--- config.mk ---
export PLATFORM = sky130hd
export DESIGN_NAME = deserializer_core
export DESIGN_NICKNAME = d
export VERILOG_FILES = /design/src/rtl/deserializer_core.sv
export SDC_FILE = /design/constraint.sdc
export NUM_CORES = 1
export LEC_CHECK = 0
export BUFFER_PORTS_ARGS = -buffer_cell sky130_fd_sc_hd__buf_2
export CAP_MARGIN = 10
export CORE_MARGIN = 4
export CORE_UTILIZATION = 50
export DETAILED_ROUTE_END_ITERATION = 10
export PLACE_DENSITY = 0.74
export SETUP_SLACK_MARGIN = 0.5
export SLEW_MARGIN = 10
export SYNTH_ARGS = -nofsm -noshare
export SYNTH_HDL_FRONTEND = slang
export SYNTH_SLANG_ARGS = --single-unit
--- constraint.sdc ---
create_clock -name clk -period 1.6 [get_ports clk]
set_input_delay 0.16 -clock clk [delete_from_list [all_inputs] [get_ports clk]]
set_output_delay 0.16 -clock clk [all_outputs]
set_load 0.05 [all_outputs]
--- src/rtl/deserializer_core.sv ---
// Serial-to-parallel converter: collects WIDTH bits, one per clock edge,
// and publishes each completed word on data_out with a one-cycle out_valid.
//
// Ports:
//   clk       - single clock, all state updates on its rising edge
//   rst       - asynchronous active-low reset
//   data_in   - serial bit stream, one bit consumed per rising edge
//   data_out  - most recently completed parallel word (registered)
//   out_valid - one-cycle pulse when data_out is loaded with a new word
module deserializer_core #(
    parameter int WIDTH     = 8,
    parameter bit MSB_FIRST = 1'b1
) (
    input  logic             clk,
    input  logic             rst,
    input  logic             data_in,
    output logic [WIDTH-1:0] data_out,
    output logic             out_valid
);

    localparam int CW = (WIDTH > 1) ? $clog2(WIDTH) : 1;
    localparam logic [CW-1:0] LAST = CW'(WIDTH - 1);

    logic [WIDTH-1:0] shreg;
    logic [WIDTH-1:0] sh_next;
    logic [CW-1:0]    cnt;

    // Shift value including the bit sampled on this edge, so the final
    // bit of a word can go straight to data_out without an extra stage.
    always_comb begin
        sh_next = '0;
        if (MSB_FIRST) begin
            sh_next = (shreg << 1) | WIDTH'(data_in);
        end else begin
            sh_next = (shreg >> 1) | (WIDTH'(data_in) << (WIDTH - 1));
        end
    end

    always_ff @(posedge clk or negedge rst) begin
        if (!rst) begin
            shreg     <= '0;
            cnt       <= '0;
            data_out  <= '0;
            out_valid <= 1'b0;
        end else begin
            shreg <= sh_next;
            if (cnt == LAST) begin
                data_out  <= sh_next;
                out_valid <= 1'b1;
                cnt       <= '0;
            end else begin
                out_valid <= 1'b0;
                cnt       <= cnt + 1'b1;
            end
        end
    end

endmodule

==> results.toml <==
[status]
status = "complete, no violations"

[synthesis]
yosysSeqAreaShare = 0.7238
syn_nets = 39
synth.cell_area_sq_um = 656.9
avgSynthCellArea_sq_um = 19.91
ys_ff_latch = 19
synthCells = 33
ys_types = 6
synth_warnings = 0

[power_and_ir_drop]
p_int_uw = 626.3
peakVddDrop_uv = 545.3
finalPower_uw = 821.0
switching_share = 0.2372
seqPwrFrac = 0.621
switching_power_uw = 194.8
p_comb_frac = 0.102
cellPowerDensity_nw_per_um2 = 1027
clockPowerShare = 0.276
leakagePower_uw = 0.0003848

[worst_setup_path]
arrival_ns = 1.43
crit_type = "register to register"
cp-start-kind = "register"
worst_setup_path_end_kind = "register"
crit_fanout = 10
cp.required_ns = 1.77

[route]
drc_errors = 0
routed_wl_microns = 918
vias = 296
wl_per_cell_microns = 14.57
dr.pass1.iters = 1
drt.antenna.violating_nets = 0
via_per_inst = 4.698
drt_first_iter_violations = 0

[timing]
fin_crit_ns = 1.253
setup_violations = 0
hold_slack_ns = 0.3201
report.final.slew_viol_count = 0
slew_headroom = 0.7368
rsz0062_at_grt = "true"
fin_crit_sh = 0.7832
hold_viol = 0
max_slew.worst_pin.slew_ns = 0.3948
fmax_mhz = 798.0
tns_ns = 0
fin_skew_ns = 0.006251

[grt]
grt_pass1_wl_microns = 1587
grt_max_degree = 20
antenna_found_initial = 0
grt_use_total = 0.1150
grt_pass1_vias = 342
overflow = 0

[floorplanning]
die_x_microns = 44.25
dieArea_sq_um = 1958
io_pins = 12
die_h_microns = 44.25
coreArea_sq_um = 1171
row_count = 12
initial_core_util = 0.5609

[cts]
cts_setup_buffers = 0
htreeDepth = 1
cts-root-buf = "clkbuf_4"
cts_tree = "done"
clock_sinks = 19
cts_inserted_buffers = 3
clock_latency_ns = 0.29
cts_buffer_depth = 2
cts.reportedPaths.clkPinSlew_ns = 0.10

[worst_hold_path]
hold_class = "primary input to async pin"

[place]
placed_area_sq_um = 733.2
gp_congestion = 0.6748
numPortBuffers = 11
placed_cells = 57

[finish]
drive_gt1_frac = 0.5102
final_cells = 63
n_fill_cell = 75
area.growth.synth_to_final_pct = 21.71
antenna_cells = 0
layout.nets = 56
stdcell_area_sq_um = 799.5

[run]
maxCapViolCount = 0
## area by class of cell
type / instances / area [sq um] / area share
tap: 14 / 17.52 / 0.02191
clock buffer: 4 / 26.28 / 0.03286
multi-input combinational: 13 / 185.2 / 0.2316
timing repair buffer: 13 / 95.09 / 0.1189
sequential: 19 / 475.5 / 0.5947
## path summary, 6_finish.rpt
kind | from | end | slack, ns | depth (start not counted)
worst max-delay path | cnt[0]$_DFF_PN0_ | data_out[1]$_DFFE_PN0N_ | 0.35 | 3
worst min-delay path | rst | data_out[6]$_DFFE_PN0N_ | 0.32 | 2
worst max register to register | cnt[0]$_DFF_PN0_ | data_out[1]$_DFFE_PN0N_ | 0.35 | 3
worst min register to register | shreg[4]$_DFF_PN0_ | shreg[5]$_DFF_PN0_ | 0.37 | 0
max in group asynchronous | rst | shreg[0]$_DFF_PN0_ | 1.00 | 2
min in group clk | shreg[4]$_DFF_PN0_ | shreg[5]$_DFF_PN0_ | 0.37 | 0
## cell usage after synthesis
master / instances / area [sq um]
dfrtp_1: 19 / 475.5
mux2_4: 8 / 120.1
ha_1: 3 / 37.54
and2b_2: 1 / 8.760
buf_6: 1 / 11.26
nor2_1: 1 / 3.750
## worst max-delay path: stages (launching register included)
cell and delay (ns):
dfrtp_1 0.37, ha_2 0.21, ha_4 0.24, mux2_4 0.32
## stage by stage
stage               setup WS [ns]    util
floorplan                  0.3566       -
global placement           0.4047  0.6261
detailed placement         0.3618  0.6261
CTS                        0.3396  0.6656
global route               0.2937  0.6827
finish                     0.3469  0.6827
## what timing repair did
| action | 4_1_cts | 5_1_grt |
|---|---|---|
| gates resized for setup | 0 | 11 |
| hold endpoints to repair | 20 | 0 |
| pin swaps | 0 | 0 |
| endpoints found under the setup margin | 9 | 17 |
| hold buffers | 2 | 0 |
| gates cloned | 0 | 0 |
## cell families after synthesis
logic type                 synth area share
muxes                                0.1829
and+or+nand+nor                     0.01904
buffers and inverters               0.01714
DFF                                  0.7238
adders and majority gates           0.05715
## layout by cell type, fill, tap and decap left out
| cell type | Yosys | layout |
|---|---|---|
| ha_2 | 0 | 1 |
| buf_4 | 0 | 3 |
| mux2_4 | 8 | 8 |
| ha_4 | 0 | 1 |
| nor2_1 | 1 | 1 |
| and2b_2 | 1 | 1 |
| dlygate4sd3_1 | 0 | 2 |
| buf_2 | 0 | 3 |
| ha_1 | 3 | 1 |
| dfrtp_1 | 19 | 19 |
| clkbuf_1 | 0 | 1 |
| clkbuf_4 | 0 | 8 |
## layer usage
metal  global-route usage  wire [microns]
met3              0.02846              56
met5                    0               0
met2               0.1628             441
met4              0.07229               0
met1               0.1578             421
## sequential cells by signal (all words and copies together), names as in the netlist
name	count
data_out	8
shreg	7
out_valid	1
cnt	3
## power by group through the flow
stage	logic [uW]	registers [uW]	clock network, uW
after floorplan	14.8	554	0
after global placement	74.7	517	0
after detailed placement	76.6	519	0
after CTS	80.2	510	237
after global routing	89.1	513	261
final	84.1	510	227
No activity file was read; power rests on OpenSTA's default activity.
